==> config.mk <==
export PLATFORM = sky130hd
export DESIGN_NAME = ps2_key_monitor
export DESIGN_NICKNAME = d
export VERILOG_FILES = /design/src/rtl/ps2_key_monitor.sv
export SDC_FILE = /design/constraint.sdc
export NUM_CORES = 1
export LEC_CHECK = 0
export BUFFER_PORTS_ARGS = -buffer_cell sky130_fd_sc_hd__buf_4
export CAP_MARGIN = 20
export CORE_AREA = 2 2 86 88
export CTS_CLUSTER_DIAMETER = 80
export DETAILED_ROUTE_END_ITERATION = 12
export DIE_AREA = 0 0 88 90
export PLACE_DENSITY = 0.74
export SYNTH_ARGS = -nofsm -noshare
export SYNTH_HDL_FRONTEND = slang
export SYNTH_SLANG_ARGS = --single-unit
==> constraint.sdc <==
create_clock -name i_clk -period 2.4 [get_ports i_clk]
set_clock_uncertainty 0.15 [all_clocks]
set_input_delay 0.36 -clock i_clk [delete_from_list [all_inputs] [get_ports i_clk]]
set_output_delay 0.36 -clock i_clk [all_outputs]
set_load 0.01 [all_outputs]
==> src/rtl/ps2_key_monitor.sv <==
// rtl/ps2_key_monitor.sv - PS/2 make/break/extended decoder with BCD press count and hex display
// Drains the receiver FIFO with a 3-cycle pop handshake and tracks the currently held key.
module ps2_key_monitor #(
  parameter int CNT_DIGITS       = 2,
  parameter bit BLANK_ON_RELEASE = 1'b1
) (
  input  logic                        i_clk,
  input  logic                        i_rst,
  input  logic [7:0]                  i_data,
  input  logic                        i_ready,
  input  logic                        i_overflow,
  output logic                        o_nextdata_n,
  output logic [7:0]                  o_scan_code,
  output logic                        o_ext,
  output logic                        o_key_held,
  output logic [4*CNT_DIGITS-1:0]     o_press_cnt,
  output logic                        o_overflow_seen,
  output logic [7*(2+CNT_DIGITS)-1:0] o_hex
);

  typedef enum logic [1:0] {H_IDLE, H_POP, H_WAIT} state_t;

  state_t                        r_state, w_next;
  logic [7:0]                    r_byte;
  logic                          r_brk_p, r_ext_p;
  logic [7:0]                    r_scan_code;
  logic                          r_ext, r_key_held;
  logic [4*CNT_DIGITS-1:0]       r_press_cnt;
  logic                          r_overflow_seen;
  logic                          r_nextdata_n;
  logic [7*(2+CNT_DIGITS)-1:0]   r_hex, w_hex, w_hex_rst;
  logic                          w_match;

  function automatic logic [6:0] seg(input logic [3:0] d);
    case (d)
      4'h0: seg = 7'h40;  4'h1: seg = 7'h79;  4'h2: seg = 7'h24;  4'h3: seg = 7'h30;
      4'h4: seg = 7'h19;  4'h5: seg = 7'h12;  4'h6: seg = 7'h02;  4'h7: seg = 7'h78;
      4'h8: seg = 7'h00;  4'h9: seg = 7'h10;  4'hA: seg = 7'h08;  4'hB: seg = 7'h03;
      4'hC: seg = 7'h46;  4'hD: seg = 7'h21;  4'hE: seg = 7'h06;  default: seg = 7'h0E;
    endcase
  endfunction

  // Ripple carry across BCD digits; all-nines rolls over to zero.
  function automatic logic [4*CNT_DIGITS-1:0] bcd_inc(input logic [4*CNT_DIGITS-1:0] v);
    logic carry;
    bcd_inc = v;
    carry   = 1'b1;
    for (int i = 0; i < CNT_DIGITS; i++) begin
      if (carry) begin
        if (v[4*i +: 4] == 4'd9) begin
          bcd_inc[4*i +: 4] = 4'd0;
        end else begin
          bcd_inc[4*i +: 4] = v[4*i +: 4] + 4'd1;
          carry = 1'b0;
        end
      end
    end
  endfunction

  always_ff @(posedge i_clk) begin
    if (i_rst) r_state <= H_IDLE;
    else       r_state <= w_next;
  end

  always_comb begin
    w_next = r_state;
    case (r_state)
      H_IDLE:  if (i_ready) w_next = H_POP;
      H_POP:   w_next = H_WAIT;
      H_WAIT:  w_next = H_IDLE;
      default: w_next = H_IDLE;
    endcase
  end

  always_ff @(posedge i_clk) begin
    if (i_rst) begin
      r_byte       <= 8'h00;
      r_nextdata_n <= 1'b1;
    end else begin
      if (r_state == H_IDLE && i_ready) r_byte <= i_data;
      r_nextdata_n <= (r_state != H_POP);
    end
  end

  assign w_match = ({r_ext_p, r_byte} == {r_ext, r_scan_code});

  always_ff @(posedge i_clk) begin
    if (i_rst) begin
      r_brk_p         <= 1'b0;
      r_ext_p         <= 1'b0;
      r_scan_code     <= 8'h00;
      r_ext           <= 1'b0;
      r_key_held      <= 1'b0;
      r_press_cnt     <= '0;
      r_overflow_seen <= 1'b0;
    end else begin
      r_overflow_seen <= r_overflow_seen | i_overflow;
      if (r_state == H_POP) begin
        if (r_byte == 8'hE0) begin
          r_ext_p <= 1'b1;
        end else if (r_byte == 8'hF0) begin
          r_brk_p <= 1'b1;
        end else begin
          r_brk_p <= 1'b0;
          r_ext_p <= 1'b0;
          if (r_brk_p) begin
            if (r_key_held && w_match) r_key_held <= 1'b0;
          end else if (!r_key_held || !w_match) begin
            r_scan_code <= r_byte;
            r_ext       <= r_ext_p;
            r_key_held  <= 1'b1;
            r_press_cnt <= bcd_inc(r_press_cnt);
          end
        end
      end
    end
  end

  always_comb begin
    w_hex     = '0;
    w_hex_rst = '0;
    w_hex[6:0]      = (BLANK_ON_RELEASE && !r_key_held) ? 7'h7F : seg(r_scan_code[3:0]);
    w_hex[13:7]     = (BLANK_ON_RELEASE && !r_key_held) ? 7'h7F : seg(r_scan_code[7:4]);
    w_hex_rst[6:0]  = BLANK_ON_RELEASE ? 7'h7F : 7'h40;
    w_hex_rst[13:7] = BLANK_ON_RELEASE ? 7'h7F : 7'h40;
    for (int i = 0; i < CNT_DIGITS; i++) begin
      w_hex[7*(i+2) +: 7]     = seg(r_press_cnt[4*i +: 4]);
      w_hex_rst[7*(i+2) +: 7] = 7'h40;
    end
  end

  always_ff @(posedge i_clk) begin
    if (i_rst) r_hex <= w_hex_rst;
    else       r_hex <= w_hex;
  end

  assign o_nextdata_n    = r_nextdata_n;
  assign o_scan_code     = r_scan_code;
  assign o_ext           = r_ext;
  assign o_key_held      = r_key_held;
  assign o_press_cnt     = r_press_cnt;
  assign o_overflow_seen = r_overflow_seen;
  assign o_hex           = r_hex;

endmodule
* Yosys cells after proc, flatten, opt, wreduce, memory -nomap -nowiden
Memory sizes are Yosys's and may differ from the RTL's. A register that Yosys moved wholly into a read port is not among the register bits.
Index checks and enable logic that the tools add are counted.
Widths: inputs -> output; s select.
** Word-level totals
- Register bits after elaboration :: 32
- ROM bits :: 448
- Bits of input ports :: 12
- Output and inout bits :: 48
- Logic and storage cells :: 62
- Memories :: 4
** Cells by class
- Add/subtract/negate cells :: 2
- Eq/ne operators :: 10
- Multiplexer cells :: 17
- Bitwise operators :: 5
- Reduce and logical (&&, ||, !) cells :: 13
** Memories
- (no name shown) :: words 16, bits a word 7, rd ports 1, clocked after Yosys merged registers in 1, write ports 0, RTL line 35 : case (d)
- (no name shown) :: words 16, bits a word 7, rd ports 1, clocked after Yosys merged registers in 1, write ports 0, RTL line 35
- (no name shown) :: words 16, bits a word 7, rd ports 1, clocked after Yosys merged registers in 1, write ports 0, RTL line 35
- (no name shown) :: words 16, bits a word 7, rd ports 1, clocked after Yosys merged registers in 1, write ports 0, RTL line 35
** Operators with widths (number)
- $eq 8x8->1 const B :: 2
- $mux 1 :: 13
- $reduce_and 5->1 :: 2
- $eq 9x9->1 :: 1
- $add 4x1->4 const B :: 2
- $eq 4x4->1 const B :: 2
- $mux 4 :: 2
- $reduce_and 6->1 :: 1
- $ne 2x1->1 const B :: 2
- $ne 2x2->1 const B :: 2
- $not 1->1 :: 4
- $pmux 2 s2 :: 1
- $reduce_and 2->1 :: 2
- $eq 2x1->1 const B :: 1
- $logic_and 1x1->1 :: 2
- $logic_not 1->1 :: 2
- $logic_not 2->1 :: 1
- $mux 2 :: 1
- $reduce_bool 2->1 :: 1
- $reduce_or 2->1 :: 1
- $logic_or 1x1->1 :: 1
- $or 1x1->1 :: 1

* Longest topological paths before layout
Gate-level depths: netlist of the first run.
- Word-level depth :: 10
- Depth in mapped cells :: 7
- Depth with buffers taken out :: 7

* Worst setup path before layout of the first run
OpenSTA, ideal clock, no wires.
- Path kind :: register to register
- Start :: register r_press_cnt[0] (netlist: o_press_cnt[0])
- End :: register r_press_cnt[7] (netlist: o_press_cnt[7])
- Setup time :: 127 ps
- Arrival :: 1617 ps
- Required time :: 2123 ps
- Path slack :: 506 ps
- Stages on the path, launching flop included :: 6
- Buffers on the path :: 0
- Cells stage by stage :: dfxtp_1 > ha_1 > nand2_1 > nor2_1 > a21oi_1 > or3_1
** Between the ends
- Word-level cells in the longest chain between the ends :: 9
** RTL lines
- from (decl) :: RTL line 28 : logic [4*CNT_DIGITS-1:0] r_press_cnt;
- from (signal assigned) :: RTL line 112 : r_press_cnt <= bcd_inc(r_press_cnt);
- $eq 4x4->1 :: RTL line 50 : if (v[4*i +: 4] == 4'd9) begin
- $mux 1 :: RTL line 50
- $mux 1 :: RTL line 108 : end else if (!r_key_held || !w_match) begin
- $mux 1 :: RTL line 106 : if (r_brk_p) begin
- $mux 1 :: RTL line 101 : end else if (r_byte == 8'hF0) begin
- $mux 1 :: RTL line 99 : if (r_byte == 8'hE0) begin
- $mux 1 :: RTL line 98 : if (r_state == H_POP) begin
- $mux 1 :: RTL line 88 : if (i_rst) begin
- $reduce_and 6->1 (no line)
No other way between the ends. The select of a mux whose other input is x is not followed.
A chain may end at the register's enable or synchronous reset.

* Worst setup path after layout of the first run
Same ends and word-level chain as after synthesis.

==> results of run 1 <==
[cell usage after synthesis (4+ instances only)]
| master | number |
|---|---|
| a21oi_1 | 18 |
| nor3_1 | 8 |
| nor2b_1 | 6 |
| dfxtp_1 | 60 |
| mux2i_1 | 20 |
| nand2_1 | 36 |
| xor2_1 | 8 |
| nand3_1 | 5 |
| buf_2 | 4 |
| a211oi_1 | 9 |
| o211ai_1 | 8 |
| inv_1 | 18 |
| nor2_1 | 35 |
| nand2b_1 | 5 |
| ha_1 | 24 |
| a311oi_1 | 5 |
| o21ai_0 | 13 |
| clkbuf_1 | 10 |
[per-layer routing]
metal | vias up | track usage, % | share of wire (%) | routed length [µm]
met5 | - | 0 | 0 | 0
met1 | 1131 | 19.9 | 43 | 2730
li1 | 1281 | - | - | -
met2 | 66 | 27.8 | 50 | 3150
met4 | 0 | 6.03 | 1.3 | 83
met3 | 10 | 6.52 | 5.2 | 326
[where the power goes]
part	switching, mW	internal (mW)	total [mW]
sequential	0.0318	1.03	1.06
clock	0.377	0.745	1.12
combinational	0.113	0.105	0.218
[registers in the layout (all words and copies together), names as in the netlist]
| signal | cells |
|---|---|
| o_ext | 1 |
| o_hex | 28 |
| o_key_held | 1 |
| o_nextdata_n | 1 |
| o_overflow_seen | 1 |
| o_press_cnt | 8 |
| o_scan_code | 8 |
| r_brk_p | 1 |
| r_byte | 8 |
| r_ext_p | 1 |
| r_state | 2 |
[logic make-up (layout without fill, tap and decap cells)]
kind of cell | Yosys count | after routing | share of synthesized area, %
and+or+nand+nor | 112 | 112 | 18.1
AOI/OAI and AO/OA | 71 | 71 | 16.3
DFF | 60 | 60 | 39.5
buffers and inverters | 38 | 100 | 5.59
adders and majority gates | 24 | 24 | 9.87
muxes | 22 | 22 | 8.06
xor gates and xnor gates | 9 | 9 | 2.59
[cell usage in the layout (no fill, tap or decap), types with 3 or more instances in the layout]
| cell type | n |
|---|---|
| nor3_1 | 8 |
| a21oi_1 | 18 |
| clkbuf_8 | 11 |
| nor2b_1 | 6 |
| mux2i_1 | 20 |
| ha_1 | 24 |
| inv_1 | 18 |
| a311oi_1 | 5 |
| nor2_1 | 35 |
| o211ai_1 | 8 |
| a211oi_1 | 9 |
| nand2b_1 | 5 |
| o21ai_0 | 13 |
| nand2_1 | 36 |
| bufinv_16 | 3 |
| buf_4 | 66 |
| xor2_1 | 8 |
| dfxtp_1 | 60 |
| nand3_1 | 5 |
[tightest hold or removal path: stages]
cell,delay (ns)
buf_4,0.08
nor2_1,0.03
nor2_1,0.06
[worst paths after layout]
path	start	slack, ns	end
worst min-delay path	i_overflow	0.08	o_overflow_seen
worst min register to register	o_overflow_seen	0.32	o_overflow_seen
worst max register to register	o_press_cnt[0]	0.27	o_press_cnt[7]
worst max-delay path	o_press_cnt[0]	0.27	o_press_cnt[7]
[per-stage QoR]
step	utilization [%]	total power [mW]	hold slack (ns)
5_1_grt	54.3	2.50	0.0822
4_1_cts	54.3	2.43	0.0684
3_5_place_dp	50.7	1.30	0.309
6_report	54.3	2.40	0.0845
3_3_place_gp	50.7	1.30	0.303
2_1_floorplan	-	1.22	0.315
[area by class of cell]
class,instances,area [µm²]
sequential,60,1200
inverter,18,67.6
multi-input combinational,238,1670
tap,99,124
fill,652,3210
clock inverter,4,95.1
clock buffer,12,155
timing repair buffer,66,495
==> summary.txt, run 1 <==
STA
  – Peak Freq: 0.470 GHz
  – Fin. Hold Viols: 0
  – Final setup vio count: 0
  – Setup WS post-layout: 0.274 ns
  – Max-Slew Margin vs Limit: 57.8%
  – Slew @ Worst Pin: 0.633 ns
  – Final setup TNS: 0 ns
  – Unrepaired setup endpoints after global routing: no
  – Ratio of final minimum period to clock period: 88.6%
  – Final min period: 2.13 ns
  – Fin. max-slew vios: 0

CTS
  – CTS root buffer: clkbuf_8
  – Number of setup buffers added after CTS: 0
  – Total CTS buffers: 9
  – Clock transition at path regs: 0.07 ns
  – TritonCTS clock tree: yes
  – CTS Hold Buffers Added: 0
  – Clk_lat worst skew: 0.34 ns
  – Clock sinks: 60
  – Htree depth: 3
  – Post-CTS Resized: 0
  – Max clock buf depth: 2

Logic synthesis
  – Post-synthesis sequential area ratio: 39.5%
  – Synth area leaders: dfxtp_1 (39%), ha_1 (9.9%), mux2i_1 (6.6%)
  – Cells after Synth: 336
  – Syn_nets: 372
  – Synthesized area per cell: 9.06 µm²
  – Synth unique cells: 50
  – Syn. warnings: 0
  – Post-synth top flop: dfxtp_1
  – EDFF count, synth: 0
  – Post-synth top area cell: dfxtp_1
  – FF+latch count, synth: 60
  – Asr flop ratio synth: 0%
  – Top cell type's share of synthesized area: 39.5%
  – Post-Syn Area: 3040 µm²

Setup path
  – Buf/Inv on CP: 0
  – Crit path DAT: 2.21 ns
  – Reg2Reg Depth: 5
  – WS Path Type: flip-flop to flip-flop
  – CP Cell Sequence: ha_1, nand2_1, nor2_1, a21oi_1, or3_1
  – Crit. path cell count: 5
  – CP max FO: 11
  – Max incr delay on CP: 0.53 ns
  – Crit start category: flip-flop
  – CP delay by family, top: simple AND/OR/NAND/NOR gates
  – Critical Path Slowest Stage Cell: dfxtp_1
  – CP Capture Type: flip-flop
  – Req. time, crit path: 2.48 ns

Routing
  – WL/cell: 12.7 µm
  – Via count: 2488
  – Post-DRT Antenna Nets: 0
  – DRT iter0 DRCs: 164
  – Vias per std cell: 5.01
  – DRT Wirelength: 6300 µm
  – DRT Pass-1 Iters: 5
  – Residual DRC: 0

Run
  – Max-Cap Viols: 0

Pwr
  – Pwr/cell area: 630 nW/µm²
  – Lkg Pwr: 1.55 nW
  – Peak VDD IR: 0.000330 V

Placed design
  – Area after DPL: 3560 µm²
  – Final HPWL DP: 4430 µm
  – Port Buf Inserts: 59
  – Placed insts: 481
  – GP Congestion: 0.842
  – DP Worst Slack: 0.307 ns

GRT
  – Number of global-route vias before repair: 2341
  – Largest net degree at the start of global routing: 51
  – First-pass GRT wire length: 10700 µm
  – Initial antenna violation count: 0
  – GRT Overall Usage: 16.9%
  – Total gr overflow: 0

Cells and area
  – Synthesis-to-layout area growth: 25.2%
  – Non-Filler Instances: 497
  – Share of cells above drive strength 1: 23.1%
  – Post-layout instance area: 3810 µm²
  – N_diodes: 0
  – Final net count: 429

Floorplan
  – Die Y: 90 µm
  – Site Rows: 31
  – Core area: 7020 µm²
  – Die Footprint: 7920 µm²
  – Initial Utilization: 43.3%
  – IO Pins: 60
  – Die Width: 88 µm

Min path
  – WHS Path Cells: 3
  – Min-Delay Path Class: input port to flip-flop

Run status
  – Outcome: finished clean
Note: power is estimated with default switching activity, not from simulation.
==> inputs of run 2 (changes only) <==
HOLD_SLACK_MARGIN = 0.03   (was default)
SKIP_LAST_GASP = 1   (was default)
clock period = 2.1 ns   (was 2.4 ns; I/O delays follow)
==> run 2 against run 1 <==
Worst hold slack worse by 0.016 ns; final area rose by 2.6%; critical path depth stayed put; clock power rose by 15%; via count up 1.8%; global-route usage about the same; sequential power up 14%; register-to-register slack worse by 0.03 ns; largest cell class unchanged.
==> summary.txt, run 2 (synthesis results as in run 1) <==
Routing
  – WL/cell: 12.8 µm (was 12.7 µm)
  – Residual DRC: 0 (unchanged)
  – DRT Wirelength: 6520 µm (was 6300 µm)
  – Vias per std cell: 4.97 (was 5.01)
  – DRT Pass-1 Iters: 4 (was 5)
  – Via count: 2533 (was 2488)
  – DRT iter0 DRCs: 87 (was 164)
  – Post-DRT Antenna Nets: 0 (unchanged)

Cells and area
  – Non-Filler Instances: 510 (was 497)
  – Most common cell after layout, fill and taps aside: buf_4 (unchanged)
  – N_diodes: 0 (unchanged)
  – Max reg flops: 28 (unchanged)
  – Share of cells above drive strength 1: 25.3% (was 23.1%)
  – Final net count: 442 (was 429)
  – Synthesis-to-layout area growth: 28.5% (was 25.2%)
  – # fillers: 626 (was 652)
  – Most frequent cells in the layout: buf_4 (78), dfxtp_1 (60), nand2_1 (36) (was buf_4 (66), dfxtp_1 (60), nand2_1 (36))

Setup path
  – CP Cell Sequence: xor2_1, nor4_2, a31o_4, nor3_1, or3_1 (was ha_1, nand2_1, nor2_1, a21oi_1, or3_1)
  – Reg2Reg Setup Slack: 0.24 ns (was 0.27 ns)
  – R2R Path End: o_press_cnt[7] (unchanged)
  – Buf/Inv on CP: 0 (unchanged)
  – CP Capture Type: flip-flop (unchanged)
  – CP delay by family, top: simple AND/OR/NAND/NOR gates (unchanged)
  – Crit start category: flip-flop (unchanged)
  – Critical Path Slowest Stage Cell: dfxtp_1 (unchanged)
  – Crit path DAT: 1.93 ns (was 2.21 ns)
  – Critical R2R Launch: r_byte[0] (was o_press_cnt[0])
  – Req. time, crit path: 2.17 ns (was 2.48 ns)
  – CP max FO: 9 (was 11)
  – WS Path Type: flip-flop to flip-flop (unchanged)
  – Max incr delay on CP: 0.45 ns (was 0.53 ns)
  – Reg2Reg Depth: 5 (unchanged)

GRT
  – First-pass GRT wire length: 10700 µm (about the same)
  – GRT Overall Usage: 16.9% (about the same)
  – Initial antenna violation count: 0 (unchanged)
  – Total gr overflow: 0 (unchanged)
  – Largest net degree at the start of global routing: 35 (was 51)
  – Number of global-route vias before repair: 2399 (was 2341)

CTS
  – CTS Hold Buffers Added: 1 (was 0)
  – TritonCTS clock tree: yes (unchanged)
  – Post-CTS Resized: 0 (unchanged)
  – Total CTS buffers: 9 (unchanged)
  – Htree depth: 3 (unchanged)
  – Max clock buf depth: 2 (unchanged)
  – Clock transition at path regs: 0.07 ns (about the same)
  – Clock sinks: 60 (unchanged)
  – Number of setup buffers added after CTS: 0 (unchanged)
  – Clk_lat worst skew: 0.34 ns (about the same)
  – CTS root buffer: clkbuf_8 (unchanged)

Floorplan
  – IO Pins: 60 (unchanged)
  – Site Rows: 31 (unchanged)
  – Core area: 7020 µm² (unchanged)
  – Initial Utilization: 43.3% (unchanged)
  – Die Footprint: 7920 µm² (unchanged)
  – Die Width: 88 µm (unchanged)
  – Die Y: 90 µm (unchanged)

STA
  – Fin. max-slew vios: 0 (unchanged)
  – Unrepaired setup endpoints after global routing: no (unchanged)
  – Final setup TNS: 0 ns (unchanged)
  – Fin. Hold Viols: 0 (unchanged)
  – Ratio of final minimum period to clock period: 88.6% (about the same)
  – Final setup vio count: 0 (unchanged)
  – Max-Slew Margin vs Limit: 59.3% (was 57.8%)
  – WHS: 0.0689 ns (was 0.0845 ns)
  – Setup WS post-layout: 0.239 ns (was 0.274 ns)
  – Peak Freq: 0.537 GHz (was 0.470 GHz)
  – Final min period: 1.86 ns (was 2.13 ns)
  – Slew @ Worst Pin: 0.610 ns (was 0.633 ns)

Run
  – Max-Cap Viols: 0 (unchanged)

Placed design
  – Final HPWL DP: 4700 µm (was 4430 µm)
  – Placed insts: 493 (was 481)
  – Port Buf Inserts: 59 (unchanged)
  – GP Congestion: 0.852 (was 0.842)
  – DP Worst Slack: 0.253 ns (was 0.307 ns)

Pwr
  – Comb pwr share: 9.8% (was 9.1%)
  – NetSw: 0.612 mW (was 0.522 mW)
  – Clock share of power: 46.7% (about the same)
  – Pwr/cell area: 708 nW/µm² (was 630 nW/µm²)
  – Power consumption: 2.77 mW (was 2.40 mW)
  – Lkg Pwr: 1.62 nW (was 1.55 nW)
  – Switch share: 22.1% (was 21.7%)
  – Peak VDD IR: 0.000344 V (was 0.000330 V)
  – Internal power: 2.16 mW (was 1.88 mW)
  – Seq pwr share: 43.6% (was 44.2%)

Min path
  – Hold Path Origin: i_data[5] (was i_overflow)
  – Worst Hold End: r_byte[5] (was o_overflow_seen)
  – Min-Delay Path Class: input port to flip-flop (unchanged)
  – WHS Path Cells: 3 (unchanged)

Run status
  – Outcome: finished clean (unchanged)
run 2: changes by cell type in the layout (fill, tap and decap cells not counted), sizes merged:
cell,delta
buf,+12
dlygate4sd3,+1
run 2: worst max path at each step:
stage / slack (ns) / depth (start not counted) / to / from
after floorplan: 0.21 / 5 / o_press_cnt[7] / o_press_cnt[0]
after global placement: 0.32 / 5 / o_press_cnt[7] / r_byte[0]
after detailed placement: 0.25 / 5 / o_press_cnt[7] / r_byte[0]
after CTS: 0.23 / 5 / o_press_cnt[7] / r_byte[0]
after global routing: 0.1 / 6 / o_press_cnt[1] / o_scan_code[1]
final: 0.24 / 5 / o_press_cnt[7] / r_byte[0]
run 2: worst min-delay path: stages:
cell	delay, ns
buf_4	0.08
mux2i_1	0.05
nor2_1	0.08
run 2: per-stage QoR:
step	cell area [µm²]	util [%]
after floorplan	3040	-
after global placement	3650	52.0
after detailed placement	3650	52.0
after CTS	3910	55.7
after global routing	3910	55.7
final	3910	55.7
run 2: cell type report:
type | count | area [µm²] | area share [%]
clock buffer | 12 | 155 | 3.97
sequential | 60 | 1200 | 30.7
clock inverter | 4 | 95.1 | 2.43
multi-input combinational | 238 | 1670 | 42.8
inverter | 18 | 67.6 | 1.73
tap | 99 | 124 | 3.17
timing repair buffer | 79 | 596 | 15.2
run 2: power by group through the flow:
stage	Combinational, mW	Clock (mW)	Sequential, mW
6_report	0.270	1.29	1.21
2_1_floorplan	0.155	0	1.24
3_3_place_gp	0.263	0	1.23
5_1_grt	0.299	1.37	1.21
4_1_cts	0.272	1.32	1.21
3_5_place_dp	0.269	0	1.23
run 2: layer usage:
layer | part of all wire [%] | routed length (µm) | track usage, % | vias to the layer above
li1 | - | - | - | 1306
met1 | 44 | 2860 | 20.4 | 1164
met2 | 50 | 3280 | 27.8 | 57
met3 | 4.8 | 311 | 5.14 | 6
met4 | 1.2 | 78 | 6.41 | 0
met5 | 0 | 0 | 0 | -
==> inputs of run 3 (changes only) <==
clock period = 2.3 ns   (was 2.1 ns; I/O delays follow)
==> run 3 against run 2 <==
Final area decreased by 2.5%; core utilization down 1.4 points; sequential power shrank 8%; highest routed layer unchanged; register-to-register slack better by 0.05 ns; die area stayed put; via count grew 0.51%; flip-flop and latch count unchanged; combinational power fell by 15%; count of clock-buffer cells in the layout fell by 1; cell count shrank 2.0%; sequential share of layout area rose by 0.78 points; critical endpoint unchanged; clock power fell by 18%.
==> summary.txt, run 3 (synthesis results as in run 1) <==
Run status
  – Outcome: finished clean (unchanged)

Cells and area
  – Multi-input gate area in the final layout: 1670 µm² (unchanged)
  – Share of cells above drive strength 1: 23.9% (was 25.3%)
  – Synthesis-to-layout area growth: 25.3% (was 28.5%)
  – Non-Filler Instances: 500 (was 510)
  – # fillers: 646 (was 626)
  – Max reg flops: 28 (unchanged)
  – Post-layout instance area: 3810 µm² (was 3910 µm²)
  – Register area: 1200 µm² (unchanged)
  – Most frequent cells in the layout: buf_4 (70), dfxtp_1 (60), nand2_1 (36) (was buf_4 (78), dfxtp_1 (60), nand2_1 (36))
  – Final net count: 433 (was 442)
  – N_diodes: 0 (unchanged)
  – Most common cell after layout, fill and taps aside: buf_4 (unchanged)

Routing
  – Vias per std cell: 5.09 (was 4.97)
  – Residual DRC: 0 (unchanged)
  – DRT Wirelength: 6330 µm (was 6520 µm)
  – Via count: 2546 (was 2533)
  – DRT iter0 DRCs: 127 (was 87)
  – Post-DRT Antenna Nets: 0 (unchanged)
  – WL/cell: 12.7 µm (was 12.8 µm)
  – DRT Pass-1 Iters: 4 (unchanged)

CTS
  – Post-CTS Resized: 0 (unchanged)
  – Clk_lat worst skew: 0.33 ns (was 0.34 ns)
  – CTS root buffer: clkbuf_8 (unchanged)
  – CTS Hold Buffers Added: 0 (was 1)
  – Clock sinks: 60 (unchanged)
  – Max clock buf depth: 2 (unchanged)
  – Total CTS buffers: 9 (unchanged)
  – Clock transition at path regs: 0.07 ns (about the same)
  – TritonCTS clock tree: yes (unchanged)
  – Htree depth: 3 (unchanged)
  – Number of setup buffers added after CTS: 0 (unchanged)

GRT
  – Largest net degree at the start of global routing: 51 (was 35)
  – Number of global-route vias before repair: 2419 (was 2399)
  – First-pass GRT wire length: 10600 µm (was 10700 µm)
  – Total gr overflow: 0 (unchanged)
  – GRT Overall Usage: 16.7% (was 16.9%)
  – Initial antenna violation count: 0 (unchanged)

Placed design
  – Final HPWL DP: 4530 µm (was 4700 µm)
  – Area after DPL: 3590 µm² (was 3650 µm²)
  – Placed insts: 485 (was 493)
  – GP Congestion: 0.807 (was 0.852)
  – Port Buf Inserts: 59 (unchanged)

Pwr
  – Peak VDD IR: 0.000240 V (was 0.000344 V)
  – Pwr/cell area: 629 nW/µm² (was 708 nW/µm²)
  – Power consumption: 2.40 mW (was 2.77 mW)
  – Lkg Pwr: 1.56 nW (was 1.62 nW)

STA
  – Final setup TNS: 0 ns (unchanged)
  – Ratio of final minimum period to clock period: 87.3% (was 88.6%)
  – Max-Slew Margin vs Limit: 62.0% (was 59.3%)
  – Fin. Hold Viols: 0 (unchanged)
  – Final setup vio count: 0 (unchanged)
  – Slew @ Worst Pin: 0.569 ns (was 0.610 ns)
  – Fin. max-slew vios: 0 (unchanged)
  – Peak Freq: 0.498 GHz (was 0.537 GHz)
  – Unrepaired setup endpoints after global routing: no (unchanged)
  – Final min period: 2.01 ns (was 1.86 ns)

Floorplan
  – IO Pins: 60 (unchanged)
  – Initial Utilization: 43.3% (unchanged)
  – Site Rows: 31 (unchanged)
  – Die Footprint: 7920 µm² (unchanged)
  – Die Width: 88 µm (unchanged)
  – Core area: 7020 µm² (unchanged)
  – Die Y: 90 µm (unchanged)

Min path
  – Hold Path Origin: i_overflow (was i_data[5])
  – Min-Delay Path Class: input port to flip-flop (unchanged)

Setup path
  – Crit start category: flip-flop (unchanged)
  – CP startpoint: o_press_cnt[0] (was r_byte[0])
  – Crit path to: o_press_cnt[7] (unchanged)
  – Reg2Reg Setup Slack: 0.29 ns (was 0.24 ns)
  – Reg2Reg Depth: 5 (unchanged)
  – WS Path Type: flip-flop to flip-flop (unchanged)
  – CP Capture Type: flip-flop (unchanged)
  – Req. time, crit path: 2.37 ns (was 2.17 ns)
  – R2R Path End: o_press_cnt[7] (unchanged)
  – Crit path DAT: 2.07 ns (was 1.93 ns)
  – Critical R2R Launch: o_press_cnt[0] (was r_byte[0])
  – CP max FO: 11 (was 9)

Run
  – Max-Cap Viols: 0 (unchanged)
[run 3: cell count changes in the layout (fill, tap and decap cells not counted)]
cell           previous run  this run
buf_4                    78        70
dlygate4sd3_1             1         0
clkbuf_1                  1         0
bufinv_16                 3         2
clkinvlp_4                0         1
[run 3: area by class of cell]
type / count / area share [%]
Clock inverter: 4 / 1.90
Tap cell: 99 / 3.25
Multi-Input combinational cell: 238 / 43.8
Timing Repair Buffer: 70 / 13.8
Inverter: 18 / 1.77
Sequential cell: 60 / 31.5
Clock buffer: 11 / 3.97
[run 3: metal layers]
metal | vias to the layer above | part of all wire, % | track usage, %
met1 | 1172 | 43 | 19.7
met2 | 76 | 49 | 28.6
met3 | 12 | 5.9 | 5.33
met4 | 0 | 1.4 | 4.87
li1 | 1286 | - | -
met5 | - | 0 | 0
[run 3: worst min path at each step]
stage / end / cells after the start
finish: o_overflow_seen / 3
CTS: o_overflow_seen / 3
global route: o_overflow_seen / 3
floorplan: o_scan_code[3] / 2
global placement: o_overflow_seen / 2
detailed placement: o_overflow_seen / 2
[run 3: per-stage QoR]
step	util, %	setup slack, ns	hold slack (ns)
floorplan	-	0.406	0.315
global placement	51.1	0.390	0.300
detailed placement	51.1	0.310	0.313
CTS	54.3	0.313	0.0624
global route	54.3	0.0931	0.0914
finish	54.3	0.293	0.0734
[run 3: power by group]
part	total [mW]	switching, mW	internal (mW)
registers	1.11	0.0323	1.07
logic	0.230	0.120	0.110
clock network	1.06	0.400	0.661
[run 3: critical path: stages, from the launching register on]
cell	delay [ns]
dfxtp_1	0.53
ha_1	0.30
nand2_1	0.09
nor2_1	0.34
a21oi_1	0.11
or3_1	0.37
